File: src/rtl/mcpu_ctrl_fsm_if.sv
// Control bundle between the multi-cycle MIPS controller and its datapath.
// Carries the instruction fields, status flags and every datapath strobe.
// master = controller side, slave = datapath side.
interface mcpu_ctrl_fsm_if;
  logic [5:0] OPcode;
  logic [5:0] Fun;
  logic       zero;
  logic       MIO_ready;

  logic       PCWrite;
  logic       PCWriteCond;
  logic       IorD;
  logic       MemRead;
  logic       MemWrite;
  logic       IRWrite;
  logic       RegWrite;
  logic       ALUSrcA;
  logic       CPU_MIO;
  logic [1:0] ALUSrcB;
  logic [1:0] RegDst;
  logic [1:0] MemtoReg;
  logic [1:0] PCSource;
  logic       Branch_ne;
  logic [2:0] ALU_Control;
  logic [4:0] state;
  logic       illegal;

  modport master (
    input  OPcode, Fun, zero, MIO_ready,
    output PCWrite, PCWriteCond, IorD, MemRead, MemWrite, IRWrite, RegWrite,
           ALUSrcA, CPU_MIO, ALUSrcB, RegDst, MemtoReg, PCSource, Branch_ne,
           ALU_Control, state, illegal
  );

  modport slave (
    output OPcode, Fun, zero, MIO_ready,
    input  PCWrite, PCWriteCond, IorD, MemRead, MemWrite, IRWrite, RegWrite,
           ALUSrcA, CPU_MIO, ALUSrcB, RegDst, MemtoReg, PCSource, Branch_ne,
           ALU_Control, state, illegal
  );
endinterface

File: src/rtl/mcpu_ctrl_fsm.sv
// Multi-cycle MIPS control unit: Moore FSM sequencing one datapath micro-step per clock.
// Latency: 2-5 cycles per instruction (illegal 2, lw 5) plus one per memory wait cycle.
// Backpressure: holds in IF/MRD/MWR while MIO_ready is low; strobes stay steady, never re-issued.
module mcpu_ctrl_fsm (
  input  logic           clk,
  input  logic           rst_n,
  mcpu_ctrl_fsm_if.master bus
);

  typedef enum logic [4:0] {
    S_IF   = 5'd0,  S_ID   = 5'd1,  S_MA  = 5'd2,  S_MRD = 5'd3,
    S_LWB  = 5'd4,  S_MWR  = 5'd5,  S_REX = 5'd6,  S_RWB = 5'd7,
    S_IEX  = 5'd8,  S_IWB  = 5'd9,  S_BR  = 5'd10, S_J   = 5'd11,
    S_JAL  = 5'd12, S_JR   = 5'd13, S_JALR = 5'd14
  } state_t;

  localparam logic [5:0] OP_RTYPE = 6'b000000, OP_LW   = 6'b100011, OP_SW   = 6'b101011;
  localparam logic [5:0] OP_ADDI  = 6'b001000, OP_ANDI = 6'b001100, OP_ORI  = 6'b001101;
  localparam logic [5:0] OP_XORI  = 6'b001110, OP_LUI  = 6'b001111, OP_SLTI = 6'b001010;
  localparam logic [5:0] OP_BEQ   = 6'b000100, OP_BNE  = 6'b000101;
  localparam logic [5:0] OP_J     = 6'b000010, OP_JAL  = 6'b000011;

  localparam logic [5:0] FN_ADD = 6'b100000, FN_SUB = 6'b100010, FN_AND = 6'b100100;
  localparam logic [5:0] FN_OR  = 6'b100101, FN_XOR = 6'b100110, FN_NOR = 6'b100111;
  localparam logic [5:0] FN_SLT = 6'b101010, FN_SRL = 6'b000010;
  localparam logic [5:0] FN_JR  = 6'b001000, FN_JALR = 6'b001001;

  localparam logic [2:0] ALU_AND = 3'b000, ALU_OR  = 3'b001, ALU_ADD = 3'b010, ALU_XOR = 3'b011;
  localparam logic [2:0] ALU_NOR = 3'b100, ALU_SRL = 3'b101, ALU_SUB = 3'b110, ALU_SLT = 3'b111;

  state_t state_q, state_d;

  // R-type funct to ALU operation; only decodable functs ever reach REX.
  function automatic logic [2:0] fun_alu(input logic [5:0] f);
    case (f)
      FN_SUB:  return ALU_SUB;
      FN_AND:  return ALU_AND;
      FN_OR:   return ALU_OR;
      FN_XOR:  return ALU_XOR;
      FN_NOR:  return ALU_NOR;
      FN_SLT:  return ALU_SLT;
      FN_SRL:  return ALU_SRL;
      default: return ALU_ADD;
    endcase
  endfunction

  // I-type opcode to ALU operation; lui passes through an add.
  function automatic logic [2:0] imm_alu(input logic [5:0] op);
    case (op)
      OP_ANDI: return ALU_AND;
      OP_ORI:  return ALU_OR;
      OP_XORI: return ALU_XOR;
      OP_SLTI: return ALU_SLT;
      default: return ALU_ADD;
    endcase
  endfunction

  // State register; reset returns to instruction fetch immediately.
  always_ff @(posedge clk or negedge rst_n) begin
    if (!rst_n) state_q <= S_IF;
    else        state_q <= state_d;
  end

  assign bus.state = state_q;

  // Next-state and Moore output decode; everything is forced low while in reset.
  always_comb begin
    state_d         = S_IF;
    bus.PCWrite     = 1'b0;
    bus.PCWriteCond = 1'b0;
    bus.IorD        = 1'b0;
    bus.MemRead     = 1'b0;
    bus.MemWrite    = 1'b0;
    bus.IRWrite     = 1'b0;
    bus.RegWrite    = 1'b0;
    bus.ALUSrcA     = 1'b0;
    bus.CPU_MIO     = 1'b0;
    bus.ALUSrcB     = 2'b00;
    bus.RegDst      = 2'b00;
    bus.MemtoReg    = 2'b00;
    bus.PCSource    = 2'b00;
    bus.Branch_ne   = 1'b0;
    bus.ALU_Control = 3'b000;
    bus.illegal     = 1'b0;
    if (rst_n) begin
      case (state_q)
        S_IF: begin
          bus.MemRead     = 1'b1;
          bus.CPU_MIO     = 1'b1;
          bus.ALUSrcB     = 2'b01;
          bus.ALU_Control = ALU_ADD;
          bus.IRWrite     = bus.MIO_ready;
          bus.PCWrite     = bus.MIO_ready;
          state_d         = bus.MIO_ready ? S_ID : S_IF;
        end
        S_ID: begin
          bus.ALUSrcB     = 2'b11;
          bus.ALU_Control = ALU_ADD;
          case (bus.OPcode)
            OP_LW, OP_SW: state_d = S_MA;
            OP_RTYPE: begin
              case (bus.Fun)
                FN_ADD, FN_SUB, FN_AND, FN_OR,
                FN_XOR, FN_NOR, FN_SLT, FN_SRL: state_d = S_REX;
                FN_JR:   state_d = S_JR;
                FN_JALR: state_d = S_JALR;
                default: bus.illegal = 1'b1;
              endcase
            end
            OP_ADDI, OP_ANDI, OP_ORI,
            OP_XORI, OP_LUI, OP_SLTI: state_d = S_IEX;
            OP_BEQ, OP_BNE: state_d = S_BR;
            OP_J:    state_d = S_J;
            OP_JAL:  state_d = S_JAL;
            default: bus.illegal = 1'b1;
          endcase
        end
        S_MA: begin
          bus.ALUSrcA     = 1'b1;
          bus.ALUSrcB     = 2'b10;
          bus.ALU_Control = ALU_ADD;
          state_d         = (bus.OPcode == OP_SW) ? S_MWR : S_MRD;
        end
        S_MRD: begin
          bus.IorD    = 1'b1;
          bus.MemRead = 1'b1;
          bus.CPU_MIO = 1'b1;
          state_d     = bus.MIO_ready ? S_LWB : S_MRD;
        end
        S_LWB: begin
          bus.MemtoReg = 2'b01;
          bus.RegWrite = 1'b1;
        end
        S_MWR: begin
          bus.IorD     = 1'b1;
          bus.MemWrite = 1'b1;
          bus.CPU_MIO  = 1'b1;
          state_d      = bus.MIO_ready ? S_IF : S_MWR;
        end
        S_REX: begin
          bus.ALUSrcA     = 1'b1;
          bus.ALU_Control = fun_alu(bus.Fun);
          state_d         = S_RWB;
        end
        S_RWB: begin
          bus.RegDst   = 2'b01;
          bus.RegWrite = 1'b1;
        end
        S_IEX: begin
          bus.ALUSrcA     = 1'b1;
          bus.ALUSrcB     = 2'b10;
          bus.ALU_Control = imm_alu(bus.OPcode);
          state_d         = S_IWB;
        end
        S_IWB: begin
          bus.RegWrite = 1'b1;
          bus.MemtoReg = (bus.OPcode == OP_LUI) ? 2'b10 : 2'b00;
        end
        S_BR: begin
          bus.ALUSrcA     = 1'b1;
          bus.ALU_Control = ALU_SUB;
          bus.PCWriteCond = 1'b1;
          bus.PCSource    = 2'b01;
          bus.Branch_ne   = (bus.OPcode == OP_BNE);
        end
        S_J, S_JAL: begin
          bus.PCWrite  = 1'b1;
          bus.PCSource = 2'b10;
          if (state_q == S_JAL) begin
            bus.RegDst   = 2'b10;
            bus.MemtoReg = 2'b11;
            bus.RegWrite = 1'b1;
          end
        end
        S_JR, S_JALR: begin
          bus.PCWrite  = 1'b1;
          bus.PCSource = 2'b11;
          if (state_q == S_JALR) begin
            bus.RegDst   = 2'b01;
            bus.MemtoReg = 2'b11;
            bus.RegWrite = 1'b1;
          end
        end
        default: state_d = S_IF;
      endcase
    end
  end

endmodule
File: src/flat_wrapper.sv
// flat-port wrapper written by rule: the top's interface ports become plain ports
module mcpu_ctrl_fsm_flat 
  (clk, rst_n, bus_OPcode, bus_Fun, bus_zero, bus_MIO_ready, bus_PCWrite, bus_PCWriteCond, bus_IorD, bus_MemRead, bus_MemWrite, bus_IRWrite, bus_RegWrite, bus_ALUSrcA, bus_CPU_MIO, bus_ALUSrcB, bus_RegDst, bus_MemtoReg, bus_PCSource, bus_Branch_ne, bus_ALU_Control, bus_state, bus_illegal);
  mcpu_ctrl_fsm_if bus_i ();
  input  logic clk;
  input  logic rst_n;
  input wire logic [$bits(bus_i.OPcode)-1:0] bus_OPcode;
  input wire logic [$bits(bus_i.Fun)-1:0] bus_Fun;
  input wire logic [$bits(bus_i.zero)-1:0] bus_zero;
  input wire logic [$bits(bus_i.MIO_ready)-1:0] bus_MIO_ready;
  output wire logic [$bits(bus_i.PCWrite)-1:0] bus_PCWrite;
  output wire logic [$bits(bus_i.PCWriteCond)-1:0] bus_PCWriteCond;
  output wire logic [$bits(bus_i.IorD)-1:0] bus_IorD;
  output wire logic [$bits(bus_i.MemRead)-1:0] bus_MemRead;
  output wire logic [$bits(bus_i.MemWrite)-1:0] bus_MemWrite;
  output wire logic [$bits(bus_i.IRWrite)-1:0] bus_IRWrite;
  output wire logic [$bits(bus_i.RegWrite)-1:0] bus_RegWrite;
  output wire logic [$bits(bus_i.ALUSrcA)-1:0] bus_ALUSrcA;
  output wire logic [$bits(bus_i.CPU_MIO)-1:0] bus_CPU_MIO;
  output wire logic [$bits(bus_i.ALUSrcB)-1:0] bus_ALUSrcB;
  output wire logic [$bits(bus_i.RegDst)-1:0] bus_RegDst;
  output wire logic [$bits(bus_i.MemtoReg)-1:0] bus_MemtoReg;
  output wire logic [$bits(bus_i.PCSource)-1:0] bus_PCSource;
  output wire logic [$bits(bus_i.Branch_ne)-1:0] bus_Branch_ne;
  output wire logic [$bits(bus_i.ALU_Control)-1:0] bus_ALU_Control;
  output wire logic [$bits(bus_i.state)-1:0] bus_state;
  output wire logic [$bits(bus_i.illegal)-1:0] bus_illegal;
  assign bus_i.OPcode = bus_OPcode;
  assign bus_i.Fun = bus_Fun;
  assign bus_i.zero = bus_zero;
  assign bus_i.MIO_ready = bus_MIO_ready;
  assign bus_PCWrite = bus_i.PCWrite;
  assign bus_PCWriteCond = bus_i.PCWriteCond;
  assign bus_IorD = bus_i.IorD;
  assign bus_MemRead = bus_i.MemRead;
  assign bus_MemWrite = bus_i.MemWrite;
  assign bus_IRWrite = bus_i.IRWrite;
  assign bus_RegWrite = bus_i.RegWrite;
  assign bus_ALUSrcA = bus_i.ALUSrcA;
  assign bus_CPU_MIO = bus_i.CPU_MIO;
  assign bus_ALUSrcB = bus_i.ALUSrcB;
  assign bus_RegDst = bus_i.RegDst;
  assign bus_MemtoReg = bus_i.MemtoReg;
  assign bus_PCSource = bus_i.PCSource;
  assign bus_Branch_ne = bus_i.Branch_ne;
  assign bus_ALU_Control = bus_i.ALU_Control;
  assign bus_state = bus_i.state;
  assign bus_illegal = bus_i.illegal;
  mcpu_ctrl_fsm u_core (.clk(clk), .rst_n(rst_n), .bus(bus_i));
endmodule
File: config.mk
export PLATFORM = sky130hd
export DESIGN_NAME = mcpu_ctrl_fsm_flat
export DESIGN_NICKNAME = d
export VERILOG_FILES = /design/src/rtl/mcpu_ctrl_fsm_if.sv /design/src/rtl/mcpu_ctrl_fsm.sv /design/src/flat_wrapper.sv
export SDC_FILE = /design/constraint.sdc
export NUM_CORES = 1
export LEC_CHECK = 0
export CAP_MARGIN = 15
export CORE_ASPECT_RATIO = 0.8
export CORE_MARGIN = 3
export CORE_UTILIZATION = 48
export CTS_CLUSTER_SIZE = 14
export DETAILED_ROUTE_END_ITERATION = 12
export PLACE_DENSITY_LB_ADDON = 0.1
export SLEW_MARGIN = 40
export SYNTH_ARGS = -nofsm -noshare
export SYNTH_HDL_FRONTEND = slang
export SYNTH_SLANG_ARGS = --single-unit
File: constraint.sdc
create_clock -name clk -period 3.1 [get_ports clk]
set_clock_uncertainty 0.05 [all_clocks]
set_input_delay 0.31 -clock clk [delete_from_list [all_inputs] [get_ports clk]]
set_output_delay 0.31 -clock clk [all_outputs]
set_load 0.01 [all_outputs]
# After elaboration in Yosys (flattened, before gate mapping)
# Index checks and enable logic that the tools add are counted.
[word_totals]
register_bits = 5
in_bits = 16
output_inout_bits = 27
word_cells = 106
[op_classes]
n_eq_ne = 36
mux = 51
n_reduce_logical = 18
[op_table]
columns = ["cell", "count"]
rows = [
  ["equality test 6 bit (second input constant)", 9],
  ["equality test 6 x 4 -> 1 bit (second input constant)", 8],
  ["equality test 5 x 4 -> 1 bit (second input constant)", 7],
  ["case mux 5 bit (7 select lines)", 1],
  ["case mux 5 bit (6 select lines)", 1],
  ["2-to-1 mux 1 bit", 25],
  ["case mux 3 bit (4 select lines)", 2],
  ["case mux 3 bit (7 select lines)", 1],
  ["equality test 5 x 3 -> 1 bit (second input constant)", 4],
  ["equality test 6 x 2 -> 1 bit (second input constant)", 3],
  ["case mux 2 bit (3 select lines)", 3],
  ["2-to-1 mux 2 bit", 8],
  ["OR reduction 2 bit", 7],
  ["equality test 6 x 3 -> 1 bit (second input constant)", 2],
  ["2-to-1 mux 3 bit", 4],
  ["case mux 4 bit (3 select lines)", 1],
  ["OR reduction 12 bit", 1],
  ["equality test 5 x 2 -> 1 bit (second input constant)", 2],
  ["OR reduction 10 bit", 1],
  ["OR reduction 3 bit", 3],
  ["case mux 2 bit (4 select lines)", 1],
  ["OR reduction 4 bit", 2],
  ["OR reduction 8 bit", 1],
  ["zero test 6 bit", 1],
  ["6 further kinds", 7],
]

# Logic depth before layout (Yosys ltp)
# Gate-level depths: netlist of the first run.
[logic_depth]
depth_word = 6
depth_mapped = 6
mapped_depth_nobuf = 5

# Worst setup path before layout of the first run
# Ideal clock, no wire load.
[synth_timing]
path_kind = "register to output"
startpoint = "reg u_core.state_q[2], in the netlist u_core.bus.state[2]"
endpoint = "out bus_ALUSrcA"
arrival_ns = 1.528
required_time_ns = 2.740
path_slack_ns = 1.212
path_stages_with_launch = 4
path_buffers = 2
cell_sequence = "dfrtp_1 > buf_2 > buf_2 > a2111oi_0"
[synth_between]
elab_chain_cells = 4
word_cells_on_any_way = 7
cone_classes = "eq/ne (4); mux (2); reduce/logical (1)"
[synth_rtl]
columns = ["element", "line", "rtl"]
rows = [
  ["from (decl)", "mcpu_ctrl_fsm.sv:31", "state_t state_q, state_d;"],
  ["from (signal assigned)", "mcpu_ctrl_fsm.sv:61", "else state_q <= state_d;"],
  ["equality test 5 x 4 -> 1 bit, or another cell as far along", "mcpu_ctrl_fsm.sv:86", "case (state_q)"],
  ["OR reduction 4 bit (no line) *", "--", ""],
  ["2-to-1 mux 1 bit *", "mcpu_ctrl_fsm.sv:86", ""],
  ["2-to-1 mux 1 bit *", "mcpu_ctrl_fsm.sv:85", "if (rst_n) begin"],
  ["to (decl)", "flat_wrapper.sv:18", "output wire logic [$bits(bus_i.ALUSrcA)-1:0] bus_ALUSrcA;"],
]
# Mark *: on every way between the ends. The rest lies on a longest branch, timed or not.

# Worst setup path after layout of the first run
[layout_timing]
startpoint = "in bus_OPcode[2]"
endpoint = "out bus_illegal"
[layout_between]
elab_chain_cells = 5
word_cells_on_any_way = 17
cone_classes = "eq/ne (12); mux (3); reduce/logical (2)"
[layout_rtl]
columns = ["element", "line", "rtl"]
rows = [
  ["from (decl)", "flat_wrapper.sv:7", "input wire logic [$bits(bus_i.OPcode)-1:0] bus_OPcode;"],
  ["equality test 6 bit, or another cell as far along", "mcpu_ctrl_fsm.sv:99", "case (bus.OPcode)"],
  ["OR reduction 12 bit (no line)", "--", ""],
  ["case mux 1 bit (2 select lines) *", "mcpu_ctrl_fsm.sv:99", ""],
  ["2-to-1 mux 1 bit *", "mcpu_ctrl_fsm.sv:86", ""],
  ["2-to-1 mux 1 bit *", "mcpu_ctrl_fsm.sv:85", ""],
  ["to (decl)", "flat_wrapper.sv:27", "output wire logic [$bits(bus_i.illegal)-1:0] bus_illegal;"],
]
# Marks and branches as above.

==> results of run 1 <==
==> final cells by class <==
cell class	instances	area [um^2]
clock buffer	3	22.5
fill	187	515
inverter	8	30.0
multi-input combinational	136	910
sequential	4	101
tap	24	30.0
timing repair buffer	43	423
==> cells in the final DEF (no fill, tap or decap), types with 2 or more instances in the layout <==
cell	Yosys	layout
nand2_1	10	10
o22ai_1	2	2
buf_4	2	3
a21oi_1	14	14
a211o_1	2	2
nand3_1	2	2
and3_1	5	5
clkbuf_4	0	3
nor3b_1	2	2
and4_1	2	2
o31ai_2	2	2
nor2b_1	4	4
inv_1	6	6
nor4b_2	2	2
nor3_1	7	7
a211oi_1	2	2
nand2b_1	4	4
xor2_1	3	3
nor4_4	2	2
inv_2	2	2
clkdlybuf4s50_1	0	40
or2_2	2	2
and2_1	3	3
nor2_1	21	21
o21ai_0	8	8
dfrtp_1	4	3
mux2i_1	2	2
o21ai_1	4	4
nand3b_1	2	2
==> metal layers <==
| layer | part of all wire (%) | vias up |
|---|---|---|
| li1 | - | 651 |
| met1 | 44 | 597 |
| met2 | 46 | 65 |
| met3 | 8.1 | 8 |
| met4 | 2.4 | 0 |
| met5 | 0 | - |
==> power groups by stage <==
stage | Combinational, W | Sequential (W) | Clock, W
after global routing | 0.000144 | 0.0000616 | 0.0000673
after floorplan | 0.0000770 | 0.0000562 | 0
after detailed placement | 0.000130 | 0.0000613 | 0
after CTS | 0.000130 | 0.0000606 | 0.0000636
after global placement | 0.000126 | 0.0000614 | 0
final | 0.000132 | 0.0000610 | 0.0000607
==> final timing paths <==
path / start / end / slack [ns] / cells after the start
worst min-delay path: rst_n / u_core.bus.state[0]$_DFF_PN0_ / 0.33 / 1
worst min register to register: u_core.bus.state[2]$_DFF_PN0_ / u_core.bus.state[0]$_DFF_PN0_ / 0.93 / 3
max in group asynchronous: rst_n / u_core.bus.state[2]$_DFF_PN0_ / 2.37 / 1
worst max-delay path: bus_OPcode[2] / bus_illegal / 0.27 / 6
min in group clk: bus_MIO_ready / u_core.bus.state[1]$_DFF_PN0_ / 0.91 / 4
worst max register to register: u_core.bus.state[0]$_DFF_PN0_ / u_core.bus.state[2]$_DFF_PN0_ / 1.20 / 5
==> stage by stage <==
stage | instance area (um^2) | power [W]
floorplan | 1100 | 0.000133
global placement | 1490 | 0.000187
detailed placement | 1490 | 0.000191
CTS | 1520 | 0.000255
global route | 1520 | 0.000273
finish | 1520 | 0.000253
==> cell families after synthesis <==
kind of cell             Yosys count  share of synthesized area (%)
adder cells (fa/ha/maj)            1                           1.02
multiplexers                       2                           1.81
buffers and inverters             20                           8.50
AO/OA/AOI/OAI                     48                           30.2
other                              1                          0.340
flip-flops                         4                           9.07
AND/OR/NAND/NOR                   80                           45.9
XOR/XNOR                           4                           3.18
==> critical path: cells and delay by family <==
kind / cells / cell delay [ns]
AO/OA/AOI/OAI: 3 / 0.67
AND/OR/NAND/NOR: 1 / 0.25
buffers and inverters: 2 / 1.24
==> results.sh, run 1 <==
export IMPL_seq_power_share_pct=24.1
export IMPL_dp_hpwl_mm=2.67
export IMPL_clkPwrFrac_pct=24.0
export IMPL_p_sw_share_pct=36.6
export IMPL_die_h_um=48.9
export IMPL_met3_usage_pct=2.65
export IMPL_maxCapViolations=0
export IMPL_clock_path_buffers=2
export IMPL_die_w_um=59.6
export IMPL_drt_iter0_drc=86
export IMPL_critical_path_slowest_cell="clkdlybuf4s50_1"
export IMPL_numCtsBuffers=3
export IMPL_cts_resized=0
export IMPL_io_pin_count=43
export IMPL_wl_per_cell_um=15.6
export IMPL_layout_nets=212
export IMPL_final_max_slew_viol_count=0
export IMPL_synthFlopType="dfrtp_1"
export IMPL_synth_yosys_seq_area_share_pct=9.07
export IMPL_tightest_slew_ns=0.651
export IMPL_numPortBuffers=40
export IMPL_max_freq_mhz=353
export IMPL_syn_to_final_growth_pct=37.4
export IMPL_synthCells=160
export IMPL_met1_usage_pct=35.3
export IMPL_drtPass1Iterations=4
export IMPL_synth_largest_area_cell="dfrtp_1"
export IMPL_finalSetupTns_ns=0
export IMPL_critical_path_arrival_ns=2.47
export IMPL_viasPerCell=6.06
export IMPL_worst_setup_path_type="input port to output port"
export IMPL_combPwrFrac_pct=52.0
export IMPL_synth_most_common_cell="nor2_1"
export IMPL_path_clk_slew_ns=0.04
export IMPL_htreeDepth=1
export IMPL_start_util_pct=54.3
export IMPL_irDropWorstVdd_uv=257
export IMPL_antenna_left=0
export IMPL_finalSetupViolCount=0
export IMPL_netlist_area_leader_share_pct=9.07
export IMPL_final_cells=218
export IMPL_hold_buffers=0
export IMPL_worst_slack_ns=0.271
export IMPL_relSlewSlack_pct=56.6
export IMPL_crit_required_ns=2.74
export IMPL_switching_power_w=0.0000928
export IMPL_cp_end_kind="output port"
export IMPL_async_reset_ff_share_pct=100
export IMPL_dieArea_um2=2910
export IMPL_cts_tree="yes"
export IMPL_cp_common_cell="clkdlybuf4s50_1"
export IMPL_yosys_top_cells_area="dfrtp_1 9.1%, nor2_1 7.1%, a21oi_1 6.3%"
export IMPL_syn_area_um2=1100
export IMPL_p_leak_nw=0.544
export IMPL_final_util_pct=74.6
export IMPL_ys_types=58
export IMPL_power_density_nw_per_um2=167
export IMPL_drc=0
export IMPL_post_cts_buffers=0
export IMPL_avgSynthCellArea_um2=6.90
export IMPL_fin_crit_sh_pct=91.3
export IMPL_ys_seq_elements=4
export IMPL_placementRows=14
export IMPL_ys_top_cells_by_count="21 x nor2_1, 14 x a21oi_1, 10 x nand2_1, 9 x buf_2, 8 x o21ai_0"
export IMPL_yosysWarnings=0
export IMPL_crit_fanout=8
export IMPL_rsz0062_at_grt="no"
export IMPL_routabilityCongestion=0.949
export IMPL_diodes=0
export IMPL_drive_gt1_share_pct=13.4
export IMPL_dpl_cell_count=215
export IMPL_critPathMaxStageDelay_ns=0.66
export IMPL_min_path_type="input port to async pin"
export IMPL_synth_edf_count=0
export IMPL_grt_use_met2_pct=38.4
export IMPL_p_int_w=0.000161
export IMPL_grt_busiest_layer="met2"
export IMPL_antenna_found_initial=0
export IMPL_dp_slack_ns=0.369
export IMPL_gr_usage_all_layers_pct=25.1
export IMPL_largest_register_ffs=4
export IMPL_cts_root_buf="clkbuf_4"
export IMPL_whs_ns=0.330
export IMPL_crit_path_cell_trace="clkdlybuf4s50_1, nand2b_2, a2bb2oi_1, o41ai_1, a211oi_1, clkdlybuf4s50_1"
export IMPL_startpoint_type="input port"
export IMPL_hold_viol_final=0
export IMPL_status="complete, no violations"
export IMPL_drt_total_wl_mm=3.41
export IMPL_clock_latency_ns=0.23
export IMPL_syn_nets=176
export IMPL_min_period_ns=2.83
export IMPL_grt_overflow_total=0
export IMPL_coreArea_um2=2030
export IMPL_route_vias_total=1321
export IMPL_grt_first_pass_wirelength_mm=5.82
export IMPL_cts_sinks=4
export IMPL_grt_pass1_vias=1224
export IMPL_grt_max_degree=28
Note: power is estimated with default switching activity, not from simulation.
==> run 2: changes to the inputs <==
Settings changed: SLEW_MARGIN 40 to 20.
==> run 2 against run 1 <==
- critical path depth unchanged
- global-route usage unchanged
- power about the same
- die area did not move
- worst hold slack barely moved
- first-iteration DRC count is the same
- non-clock buffer count did not move
- design area about the same
- register-to-register slack about the same
- clock power barely moved
- sequential share of layout area fell by 0.077 points
- combinational power about the same
- largest power group unchanged
- highest routed layer unchanged
==> results.sh, run 2 (synthesis results as in run 1) <==
export IMPL_wl_per_cell_um=15.6
export IMPL_htreeDepth=1
export IMPL_antenna_found_initial=0
export IMPL_antenna_left=0
export IMPL_crit_path_cell_trace="clkdlybuf4s50_1, nand2b_2, a2bb2oi_1, o41ai_1, a211oi_1, clkdlybuf4s50_1"
export IMPL_final_max_slew_viol_count=0
export IMPL_route_vias_total=1321
export IMPL_drive_gt1_share_pct=12.9
export IMPL_crit_fanout=8
export IMPL_combPwrFrac_pct=52.0
export IMPL_critical_path_slowest_cell="clkdlybuf4s50_1"
export IMPL_grt_overflow_total=0
export IMPL_routabilityCongestion=0.949
export IMPL_drc=0
export IMPL_cts_root_buf="clkbuf_4"
export IMPL_critical_path_arrival_ns=2.47
export IMPL_viasPerCell=6.06
export IMPL_worst_setup_path_type="input port to output port"
export IMPL_worst_path_buf_inv=2
export IMPL_seq_power_share_pct=24.1
export IMPL_p_leak_nw=0.546
export IMPL_critPathMaxStageDelay_ns=0.66
export IMPL_numPortBuffers=40
export IMPL_hold_buffers=0
export IMPL_fin_crit_sh_pct=91.3
export IMPL_syn_to_final_growth_pct=37.3
export IMPL_startpoint_type="input port"
export IMPL_drt_iter0_drc=86
export IMPL_p_sw_share_pct=36.6
export IMPL_min_period_ns=2.83
export IMPL_drt_total_wl_mm=3.41
export IMPL_rsz0062_at_grt="no"
export IMPL_min_path_type="input port to async pin"
export IMPL_finalSetupTns_ns=0
export IMPL_maxCapViolations=0
export IMPL_dp_hpwl_mm=2.67
export IMPL_coreArea_um2=2030
export IMPL_max_freq_mhz=353
export IMPL_fillers=187
export IMPL_numCtsBuffers=3
export IMPL_gr_usage_all_layers_pct=25.1
export IMPL_clock_latency_ns=0.23
export IMPL_grt_first_pass_wirelength_mm=5.82
export IMPL_switching_power_w=0.0000928
export IMPL_final_cell_mix="40 x clkdlybuf4s50_1, 21 x nor2_1, 14 x a21oi_1"
export IMPL_grt_use_met2_pct=38.4
export IMPL_grt_pass1_vias=1224
export IMPL_cp_end_kind="output port"
export IMPL_die_h_um=48.9
export IMPL_io_pin_count=43
export IMPL_clock_path_buffers=2
export IMPL_grt_busiest_layer="met2"
export IMPL_status="complete, no violations"
export IMPL_crit_cells=6
export IMPL_largest_register_ffs=4
export IMPL_cts_tree="yes"
export IMPL_clkPwrFrac_pct=24.0
export IMPL_post_cts_buffers=0
export IMPL_placementRows=14
export IMPL_cts_sinks=4
export IMPL_r2r_cells=5
export IMPL_final_common_cell="clkdlybuf4s50_1"
export IMPL_irDropWorstVdd_uv=257
export IMPL_drtPass1Iterations=4
export IMPL_layout_nets=212
export IMPL_met3_usage_pct=2.65
export IMPL_met1_usage_pct=35.3
export IMPL_start_util_pct=54.3
export IMPL_relSlewSlack_pct=46.4
export IMPL_cp_common_cell="clkdlybuf4s50_1"
export IMPL_dieArea_um2=2910
export IMPL_path_clk_slew_ns=0.04
export IMPL_critPathTopFamily="buffers and inverters"
export IMPL_power_density_nw_per_um2=167
export IMPL_power_w=0.000253
export IMPL_tightest_slew_ns=0.804
export IMPL_cts_resized=0
export IMPL_diodes=0
export IMPL_die_w_um=59.6
export IMPL_grt_max_degree=28
export IMPL_r2r_start="u_core.bus.state[2]$_DFF_PN0_"
export IMPL_reg2reg_to="u_core.bus.state[2]$_DFF_PN0_"
export IMPL_finalSetupViolCount=0
export IMPL_crit_required_ns=2.74
export IMPL_r2r_slack_ns=1.19
export IMPL_p_int_w=0.000161
export IMPL_hold_viol_final=0
run 2: cell counts in the layout (fill, tap and decap cells not counted):
Identical to the previous run, type by type.
run 2: worst max path at each step:
| stage | slack (ns) | from | endpoint |
|---|---|---|---|
| 6_report | 0.27 | bus_OPcode[2] | bus_illegal |
| 5_1_grt | 0.16 | u_core.bus.state[1]$_DFF_PN0_ | bus_ALU_Control[0] |
| 4_1_cts | 0.36 | bus_OPcode[2] | bus_illegal |
| 3_5_place_dp | 0.37 | bus_OPcode[2] | bus_illegal |
| 3_3_place_gp | 0.43 | bus_OPcode[2] | bus_illegal |
| 2_1_floorplan | 1.21 | u_core.bus.state[2]$_DFF_PN0_ | bus_ALUSrcA |
run 2: power by group through the flow:
stage	clock [W]	combinational, W	sequential (W)
finish	0.0000607	0.000132	0.0000610
global route	0.0000673	0.000144	0.0000616
CTS	0.0000636	0.000130	0.0000606
detailed placement	0	0.000130	0.0000613
global placement	0	0.000126	0.0000614
floorplan	0	0.0000770	0.0000562
run 2: per-stage QoR:
| stage | worst slack [ns] | hold slack [ns] | instance area (um^2) | util [%] | instances |
|---|---|---|---|---|---|
| floorplan | 1.21 | -0.0356 | 1100 | - | 160 |
| global placement | 0.434 | 0.556 | 1490 | 73.5 | 215 |
| detailed placement | 0.369 | 0.570 | 1490 | 73.5 | 215 |
| CTS | 0.360 | 0.327 | 1520 | 74.6 | 218 |
| global route | 0.164 | 0.343 | 1520 | 74.6 | 218 |
| finish | 0.271 | 0.330 | 1520 | 74.6 | 218 |
run 2: layer usage:
metal | wire, um | part of all wire (%)
met1 | 1500 | 44
met5 | 0 | 0
met4 | 83 | 2.4
met2 | 1550 | 46
met3 | 277 | 8.1
run 2: area by class of cell:
class / instances / area (um^2) / area share, %
Clock buffer: 3 / 22.5 / 1.49
Tap cell: 24 / 30.0 / 1.98
Inverter: 8 / 30.0 / 1.98
Timing Repair Buffer: 43 / 423 / 27.9
Multi-Input combinational cell: 136 / 910 / 60.0
Sequential cell: 4 / 100 / 6.61
run 2: worst reg2reg max path: stages (launching register included):
cell and delay, ns:
dfrtp_1 0.66, nor2_1 0.31, and3_4 0.23, a21boi_4 0.19
nand2_2 0.09, o31ai_2 0.28
==> run 3: changes to the inputs <==
Settings changed: ABC_AREA set to 1, CORE_UTILIZATION 48 to 45.
==> run 3 against run 2 <==
- non-clock buffer count down 1
- count of clock-buffer cells in the layout unchanged
- final cell count grew 14%
- area after synthesis down 16%
- largest power group unchanged
- die area down 8.9%
- combinational power down 18%
- register-to-register slack better by 0.44 ns
- worst setup slack improved by 0.28 ns
- sequential power shrank 5.7%
==> results.sh, run 3 <==
export IMPL_layout_nets=243
export IMPL_cts_sinks=4
export IMPL_r2r_cells=8
export IMPL_clock_latency_ns=0.22
export IMPL_gr_usage_all_layers_pct=23.3
export IMPL_fin_crit_sh_pct=82.1
export IMPL_wl_per_cell_um=12.1
export IMPL_p_leak_nw=0.652
export IMPL_whs_ns=0.355
export IMPL_grt_first_pass_wirelength_mm=4.97
export IMPL_netlist_area_leader_share_pct=14.9
export IMPL_avgSynthCellArea_um2=5.09
export IMPL_drive_gt1_share_pct=10.7
export IMPL_critical_path_slowest_cell="clkdlybuf4s50_1"
export IMPL_drtPass1Iterations=5
export IMPL_crit_required_ns=2.74
export IMPL_r2r_start="u_core.bus.state[0]$_DFF_PN0_"
export IMPL_seq_power_share_pct=25.6
export IMPL_startpoint_type="input port"
export IMPL_final_cell_mix="40 x clkdlybuf4s50_1, 37 x nor2_1, 30 x nand2_1"
export IMPL_placementRows=14
export IMPL_min_period_ns=2.54
export IMPL_io_pin_count=43
export IMPL_r2r_slack_ns=1.63
export IMPL_crit_fanout=4
export IMPL_syn_nets=199
export IMPL_status="complete, no violations"
export IMPL_worst_setup_path_type="input port to output port"
export IMPL_route_vias_total=1353
export IMPL_synthFlopType="dfrtp_1"
export IMPL_diodes=0
export IMPL_syn_to_final_growth_pct=48.7
export IMPL_worst_slack_ns=0.555
export IMPL_dieArea_um2=2650
export IMPL_critical_path_arrival_ns=2.18
export IMPL_yosysWarnings=0
export IMPL_dp_hpwl_mm=2.55
export IMPL_path_clk_slew_ns=0.03
export IMPL_async_reset_ff_share_pct=100
export IMPL_synth_edf_count=0
export IMPL_numCtsBuffers=3
export IMPL_clock_path_buffers=2
export IMPL_final_max_slew_viol_count=0
export IMPL_cp_end_kind="output port"
export IMPL_cts_tree="yes"
export IMPL_register_area_um2=100
export IMPL_irDropWorstVdd_uv=198
export IMPL_drc=0
export IMPL_dpl_cell_count=246
export IMPL_antenna_found_initial=0
export IMPL_max_freq_mhz=393
export IMPL_hold_buffers=0
export IMPL_synth_most_common_cell="nor2_1"
export IMPL_p_int_w=0.000146
export IMPL_syn_area_um2=931
export IMPL_drt_iter0_drc=66
export IMPL_grt_pass1_vias=1179
export IMPL_combPwrFrac_pct=47.9
export IMPL_min_path_type="input port to async pin"
export IMPL_rsz0062_at_grt="no"
export IMPL_cp_common_cell="clkdlybuf4s50_1"
export IMPL_placed_area_um2=1360
export IMPL_dp_slack_ns=0.574
export IMPL_multi_input_area_um2=681
export IMPL_synth_yosys_seq_area_share_pct=10.8
export IMPL_final_cells=249
export IMPL_grt_max_degree=21
export IMPL_synthCells=183
export IMPL_yosys_top_cells_area="nor2_1 15%, nand2_1 12%, inv_1 12%"
export IMPL_cts_root_buf="clkbuf_4"
export IMPL_post_cts_buffers=0
export IMPL_antenna_left=0
export IMPL_maxCapViolations=0
export IMPL_start_util_pct=48.3
export IMPL_fillers=183
export IMPL_hold_viol_final=0
export IMPL_largest_register_ffs=4
export IMPL_viasPerCell=5.43
export IMPL_routabilityCongestion=0.965
export IMPL_power_density_nw_per_um2=163
export IMPL_finalSetupTns_ns=0
export IMPL_ys_top_cells_by_count="37 x nor2_1, 30 x nand2_1, 29 x inv_1, 17 x nand3_1, 15 x a21oi_1"
export IMPL_cts_resized=0
export IMPL_coreArea_um2=1930
export IMPL_htreeDepth=1
export IMPL_die_h_um=46.7
export IMPL_ys_types=25
export IMPL_p_sw_share_pct=35.2
export IMPL_switching_power_w=0.0000792
export IMPL_critPathMaxStageDelay_ns=0.56
export IMPL_final_common_cell="clkdlybuf4s50_1"
export IMPL_drt_total_wl_mm=3.02
export IMPL_clkPwrFrac_pct=26.5
export IMPL_grt_overflow_total=0
export IMPL_numPortBuffers=40
export IMPL_crit_path_cell_trace="clkdlybuf4s50_1, inv_1, nor2_1, nand3_1, o211ai_1, nand2_1, a21oi_1, clkdlybuf4s50_1"
export IMPL_reg2reg_to="u_core.bus.state[0]$_DFF_PN0_"
export IMPL_final_area_um2=1380
export IMPL_synth_largest_area_cell="nor2_1"
export IMPL_finalSetupViolCount=0
export IMPL_ys_seq_elements=4
export IMPL_die_w_um=56.9
export IMPL_critPathTopFamily="buffers and inverters"
export IMPL_worst_path_buf_inv=3
[run 3: changes by cell type after synthesis, sizes merged, moves of 4 or more]
| cell | change |
|---|---|
| nand2 | +21 |
| nand3 | +16 |
| nor2 | +23 |
| and3 | -5 |
| nand2b | -5 |
| nand4 | +4 |
| nor2b | -5 |
| inv | +28 |
| buf | -10 |
| o21ai | -5 |
[run 3: final cells by class]
type	instances	area share [%]
well taps	24	2.17
flip-flops and latches	4	7.23
multi-input cells	140	49.2
clock buffers	3	1.63
inverters	36	9.76
repair buffers	42	30.0
[run 3: power by group through the flow]
stage	Clock (W)	Combinational (W)	Sequential, W
final	0.0000597	0.000108	0.0000575
after global routing	0.0000640	0.000118	0.0000579
after CTS	0.0000632	0.000107	0.0000573
after detailed placement	0	0.000107	0.0000580
after global placement	0	0.000104	0.0000580
after floorplan	0	0.0000520	0.0000580
[run 3: routing by layer]
| layer | GRT usage [%] | vias to the layer above | wire (um) |
|---|---|---|---|
| li1 | - | 673 | - |
| met1 | 33.1 | 602 | 1340 |
| met2 | 39.6 | 78 | 1380 |
| met3 | 1.40 | 0 | 303 |
| met4 | 4.63 | 0 | 0 |
| met5 | 0 | - | 0 |
[run 3: worst register-to-register path: cells and delay by family, from the launching register on]
family,cells,cell delay [ns]
buffers and inverters,2,0.11
DFF,1,0.46
and+or+nand+nor,6,0.75
[run 3: logic make-up (layout without fill, tap and decap cells)]
logic type / after synthesis / count (layout) / synth area share [%]
DFF: 4 / 4 / 10.8
AOI/OAI and AO/OA: 29 / 29 / 17.5
and+or+nand+nor: 110 / 110 / 55.2
other: 1 / 1 / 0.403
buffers and inverters: 39 / 81 / 16.1
[run 3: worst max path at each step]
stage | from | to | slack (ns) | cells past startpoint
after floorplan | u_core.bus.state[2]$_DFF_PN0_ | bus_illegal | 1.35 | 5
after global placement | bus_Fun[1] | bus_ALU_Control[2] | 0.64 | 10
after detailed placement | bus_Fun[5] | bus_ALU_Control[0] | 0.57 | 8
after CTS | bus_Fun[5] | bus_ALU_Control[0] | 0.57 | 8
after global routing | bus_Fun[5] | bus_ALU_Control[0] | 0.42 | 8
final | bus_Fun[5] | bus_ALU_Control[0] | 0.56 | 8
[run 3: per-stage QoR]
step                utilization (%)  total power, W
floorplan                         -        0.000110
global placement               70.6        0.000162
detailed placement             70.6        0.000165
CTS                            71.8        0.000228
global route                   71.8        0.000240
finish                         71.8        0.000225
